`src/rtl/rr_sel_sequencer_pkg.sv`:
```
// Shared types and constants for the round-robin select sequencer.
package sel_seq_pkg;

    localparam int unsigned NUM_CH = 4;
    localparam int unsigned SEL_W  = 2;

    typedef enum logic {
        IDLE  = 1'b0,
        GRANT = 1'b1
    } seq_state_t;

    // sel resets to the last channel so the first scan after reset starts at channel 0
    localparam logic [SEL_W-1:0] SEL_RST = 2'b11;

    // One-hot mask of a channel index, used to isolate "other" requesters
    function automatic logic [NUM_CH-1:0] ch_onehot(input logic [SEL_W-1:0] ch);
        logic [NUM_CH-1:0] m;
        m     = '0;
        m[ch] = 1'b1;
        return m;
    endfunction

endpackage

```
`src/rtl/rr_sel_sequencer_if.sv`:
```
// Request/select bundle between the requesters and the sequencer.
interface rr_sel_sequencer_if;
    import sel_seq_pkg::*;

    logic [NUM_CH-1:0] req;
    logic [SEL_W-1:0]  sel;
    logic              valid;
    logic              switch;

    // requester side: raises requests, watches the select
    modport master (output req, input sel, input valid, input switch);
    // sequencer side
    modport slave  (input req, output sel, output valid, output switch);

endinterface

```
`src/rtl/rr_sel_sequencer_pick4.sv`:
```
// Wrap-around first-set scan over four requests starting at channel `start`.
module rr_pick4
    import sel_seq_pkg::*;
(
    input  logic [NUM_CH-1:0] req,
    input  logic [SEL_W-1:0]  start,
    output logic [SEL_W-1:0]  idx,
    output logic              found
);

    // Scan start, start+1, ... modulo 4; the first set bit wins
    always_comb begin
        idx   = start;
        found = 1'b0;
        for (int i = 0; i < NUM_CH; i++) begin
            if (!found && req[start + SEL_W'(i)]) begin
                found = 1'b1;
                idx   = start + SEL_W'(i);
            end
        end
    end

endmodule

```
`src/rtl/rr_sel_sequencer.sv`:
```
// Round-robin channel sequencer driving the mux select / decoder code.
//
//   state | meaning
//   ------+--------------------------------------------------------------
//   IDLE  | no channel granted; valid low, sel keeps its last value
//   GRANT | channel sel owns the path; hold_cnt counts consecutive cycles
module rr_sel_sequencer
    import sel_seq_pkg::*;
#(
    parameter int unsigned MAX_HOLD = 4
)(
    input  logic                clk,
    input  logic                rst_n,
    rr_sel_sequencer_if.slave   bus
);

    localparam logic [3:0] HOLD_MAX = 4'(MAX_HOLD);

    seq_state_t       state, state_nx;
    logic [SEL_W-1:0] sel_q, sel_nx;
    logic [3:0]       hold_cnt, hold_nx;
    logic             switch_q, switch_nx;

    logic [SEL_W-1:0] pick_idx;
    logic             pick_found;
    logic             others_req;

    // Scan starts one past the current channel, so the current one is tried last
    rr_pick4 u_pick (
        .req   (bus.req),
        .start (sel_q + 2'd1),
        .idx   (pick_idx),
        .found (pick_found)
    );

    assign others_req = |(bus.req & ~ch_onehot(sel_q));

    // State and output registers; reset wins over everything
    always_ff @(posedge clk) begin
        if (!rst_n) begin
            state    <= IDLE;
            sel_q    <= SEL_RST;
            hold_cnt <= 4'd0;
            switch_q <= 1'b0;
        end else begin
            state    <= state_nx;
            sel_q    <= sel_nx;
            hold_cnt <= hold_nx;
            switch_q <= switch_nx;
        end
    end

    // Next-state: grant, release, forced rotation, or hold with saturating count
    always_comb begin
        state_nx  = state;
        sel_nx    = sel_q;
        hold_nx   = hold_cnt;
        switch_nx = 1'b0;
        case (state)
            IDLE: begin
                if (pick_found) begin
                    state_nx  = GRANT;
                    sel_nx    = pick_idx;
                    switch_nx = 1'b1;
                    hold_nx   = 4'd1;
                end
            end
            GRANT: begin
                if (!bus.req[sel_q]) begin
                    if (pick_found) begin
                        // owner released while others wait: hand over with no valid gap
                        sel_nx    = pick_idx;
                        switch_nx = 1'b1;
                        hold_nx   = 4'd1;
                    end else begin
                        state_nx = IDLE;
                    end
                end else if (hold_cnt == HOLD_MAX && others_req) begin
                    // pick cannot return sel_q here because another bit is set earlier in the scan
                    sel_nx    = pick_idx;
                    switch_nx = 1'b1;
                    hold_nx   = 4'd1;
                end else if (hold_cnt < HOLD_MAX) begin
                    hold_nx = hold_cnt + 4'd1;
                end
            end
            default: state_nx = IDLE;
        endcase
    end

    assign bus.sel    = sel_q;
    assign bus.valid  = (state == GRANT);
    assign bus.switch = switch_q;

endmodule

```
`src/flat_wrapper.sv`:
```
// flat-port wrapper written by rule: the top's interface ports become plain ports
module rr_sel_sequencer_flat import sel_seq_pkg::*;
#(
    parameter int unsigned MAX_HOLD = 4
)
  (clk, rst_n, bus_req, bus_sel, bus_valid, bus_switch);
  rr_sel_sequencer_if bus_i ();
  input  logic clk;
  input  logic rst_n;
  input wire logic [$bits(bus_i.req)-1:0] bus_req;
  output wire logic [$bits(bus_i.sel)-1:0] bus_sel;
  output wire logic [$bits(bus_i.valid)-1:0] bus_valid;
  output wire logic [$bits(bus_i.switch)-1:0] bus_switch;
  assign bus_i.req = bus_req;
  assign bus_sel = bus_i.sel;
  assign bus_valid = bus_i.valid;
  assign bus_switch = bus_i.switch;
  rr_sel_sequencer #(.MAX_HOLD(MAX_HOLD)) u_core (.clk(clk), .rst_n(rst_n), .bus(bus_i));
endmodule
```
`config.mk`:
```
export PLATFORM = sky130hd
export DESIGN_NAME = rr_sel_sequencer_flat
export DESIGN_NICKNAME = d
export VERILOG_FILES = /design/src/rtl/rr_sel_sequencer_pkg.sv /design/src/rtl/rr_sel_sequencer_if.sv /design/src/rtl/rr_sel_sequencer_pick4.sv /design/src/rtl/rr_sel_sequencer.sv /design/src/flat_wrapper.sv
export SDC_FILE = /design/constraint.sdc
export NUM_CORES = 1
export LEC_CHECK = 0
export BUFFER_PORTS_ARGS = -buffer_cell sky130_fd_sc_hd__buf_2
export CORE_AREA = 10 10 47 49
export CTS_BUF_LIST = sky130_fd_sc_hd__clkbuf_4
export DETAILED_ROUTE_END_ITERATION = 10
export DIE_AREA = 0 0 57 59
export HOLD_SLACK_MARGIN = 0.02
export PLACE_DENSITY = 0.74
export SYNTH_ARGS = -nofsm -noshare
export SYNTH_HDL_FRONTEND = slang
export SYNTH_HIERARCHICAL = 1
export SYNTH_SLANG_ARGS = --single-unit
```
`constraint.sdc`:
```
create_clock -name clk -period 2.38 [get_ports clk]
set_clock_uncertainty 0.1 [all_clocks]
set_input_delay 0.595 -clock clk [delete_from_list [all_inputs] [get_ports clk]]
set_output_delay 0.595 -clock clk [all_outputs]
set_load 0.02 [all_outputs]
```
==> out/metrics.yaml <==
synth_area_um2: 593
grt_max_degree: 11
gr-total-overflow: 0
required_ns: 2.40
synth_warnings: 6
wl_per_cell_um: 12.0
die_w_um: 57
crit_path_start_kind: "flop"
multi_input_area_um2: 399
cp_max_fo: 6
cts.clk_slew.worst_paths_ns: 0.06
ys_ff_latch: 8
hold_viol: 0
yosysSeqAreaShare_pct: 27.0
antenna_left: 0
design.core.area_um2: 1400
slew_viol_final: 0
port_buffers: 9
worst_slew_pin_slew_ns: 0.318
max_cap_violations: 0
finalPower_uw: 455
hpwl_um: 962
cts_tree: "done"
rsz0062_at_grt: "no"
path_cells: "inv_1, ha_1, or3_1, nand4b_1, nand2_1, inv_1, o311ai_1"
worstSetupPathType: "flop to flop"
row_count: 14
period_share_pct: 79.4
fill_cells: 143
min_period_ns: 1.89
worstSetupEndpointType: "flop"
ff2ff_setup_slack_ns: 0.49
grt_pass1_wl_um: 2080
vias: 526
final-seq-area_um2: 160
die_h_um: 59
insertedDiodeCount: 0
layout-drive-gt1-share_pct: 23.2
cts.htree.levels: 1
setup_tns_ns: 0
antenna_found_initial: 0
synth_cell_types: 30
cts_buffer_depth: 2
drt_iter0_markers: 4
numCtsBuffers: 3
ioPinCount: 10
ir_drop_mv: 0.484
netlist_instances: 71
grt_pass1_vias: 486
wirelength_um: 1170
cpMostUsedCell: "inv_1"
p_per_area_nw_per_um2: 673
avgSynthCellArea_um2: 8.35
clock-root-buffer: "clkbuf_4"
crit_arrival_ns: 1.91
status: "finished, final reports clean"
slew_headroom_pct: 78.8
dieArea_um2: 3360
synthToLayoutAreaGrowth_pct: 14.1
cts_setup_buffers: 0
cts_resized: 0
nets: 96
finalSetupViolations: 0
firstDrtPassIters: 4
vias_per_cell: 5.37
synth_nets: 83
drc: 0
place.gp.congestion: 0.804
hold_class: "flop to flop"
max_stage_delay_ns: 0.44
clk_latency_ns: 0.26
cp_slowest_cell: "dfxtp_1"
leakage_uw: 0.000306
fmax_mhz: 529
postCtsHoldBufs: 0
initial_core_util_pct: 42.3
track_usage_pct: 7.49
clock-sinks: 8
-- metrics by stage --
stage | cells | setup slack, ns | cell area [µm²] | utilization [%] | hold slack (ns)
floorplan | 71 | 0.493 | 593 | - | 0.346
global placement | 95 | 0.439 | 654 | 46.7 | 0.380
detailed placement | 95 | 0.401 | 654 | 46.7 | 0.379
CTS | 98 | 0.478 | 677 | 48.3 | 0.388
global route | 98 | 0.341 | 677 | 48.3 | 0.434
finish | 98 | 0.490 | 677 | 48.3 | 0.395
-- area by class of cell --
class / instances / area share [%]
Clock buffer: 3 / 3.33
Inverter: 8 / 4.44
Tap cell: 16 / 2.96
Multi-Input combinational cell: 54 / 59.0
Sequential cell: 8 / 23.7
Timing Repair Buffer: 9 / 6.65
-- worst max-delay path: cells and delay by family, from the launching register on --
family          cells  cell delay [ns]
flops               1             0.44
simple gates        3             0.57
buf+inv             2             0.19
compound gates      1             0.09
fa+ha+maj           1             0.38
-- cell usage after synthesis --
cell type  count  area [µm²]
nand2_2        1        6.26
nor4_1         1        6.26
o2111ai_1      1        8.76
o311ai_1       2        17.5
dfxtp_1        8         160
o21ai_1        1        5.00
ha_1           6        75.1
and2_1         1        6.26
nand4b_1       2        17.5
or3_1          1        6.26
nand3_1        1        5.00
and2_4         1        8.76
nor2_1         5        18.8
mux2i_1        1        10.0
a21oi_2        1        8.76
a21oi_1        3        15.0
nor2_2         1        6.26
a221oi_2       1        15.0
o31ai_1        1        7.51
nor2b_1        2        12.5
a211oi_1       1        7.51
nand3b_1       1        7.51
mux4_2         1        22.5
nand2b_1       5        31.3
a21o_1         1        7.51
nand2_1        7        26.3
clkbuf_1       1        3.75
nor2_8         1        20.0
o21ai_0        4        20.0
inv_1          8        30.0
-- where the power goes --
group	total, µW	internal [µW]	switching, µW
clock network	102	57.6	44.1
registers	169	150	19.1
logic	185	79.1	106
total	455	287	169
-- final timing paths --
| check | from | end | cells past startpoint |
|---|---|---|---|
| setup / recovery | u_core/bus.sel[0]$_SDFFE_PN1P_ | u_core/bus.sel[1]$_SDFFE_PN1P_ | 7 |
| hold / removal | u_core/hold_cnt[3]$_SDFFE_PN0P_ | u_core/hold_cnt[3]$_SDFFE_PN0P_ | 2 |
| setup reg to reg | u_core/bus.sel[0]$_SDFFE_PN1P_ | u_core/bus.sel[1]$_SDFFE_PN1P_ | 7 |
| hold reg to reg | u_core/hold_cnt[3]$_SDFFE_PN0P_ | u_core/hold_cnt[3]$_SDFFE_PN0P_ | 2 |
-- cell families (layout without fill, tap and decap cells) --
family                     Yosys count  after routing  share of synthesized area [%]
buffers and inverters                9             20                           5.70
and+or+nand+nor                     30             30                           30.2
DFF                                  8              8                           27.0
adders and majority gates            6              6                           12.7
AOI/OAI and AO/OA                   16             16                           19.0
muxes                                2              2                           5.49
-- metal layers --
metal	vias up	share of wire, %	track usage (%)
met5	-	0	0
met4	0	1.2	2.01
met1	240	42	7.51
li1	271	-	-
met3	4	5.8	3.65
met2	11	51	13.5
-- flip-flops by register name, indices dropped and copies added, names as in the netlist --
| signal | cells |
|---|---|
| u_core/bus.sel | 2 |
| u_core/bus.switch | 1 |
| u_core/bus.valid | 1 |
| u_core/hold_cnt | 4 |
-- cell usage in the layout (no fill, tap or decap), drive strengths merged, types with 2 or more instances in the layout --
cell type  count
ha             6
and2           2
a21oi          4
o311ai         2
o21ai          5
nand2b         5
nor2b          2
nand4b         2
nor2           7
dfxtp          8
nand2          8
buf            9
clkbuf         3
inv            8
Note: power is estimated with default switching activity, not from simulation.
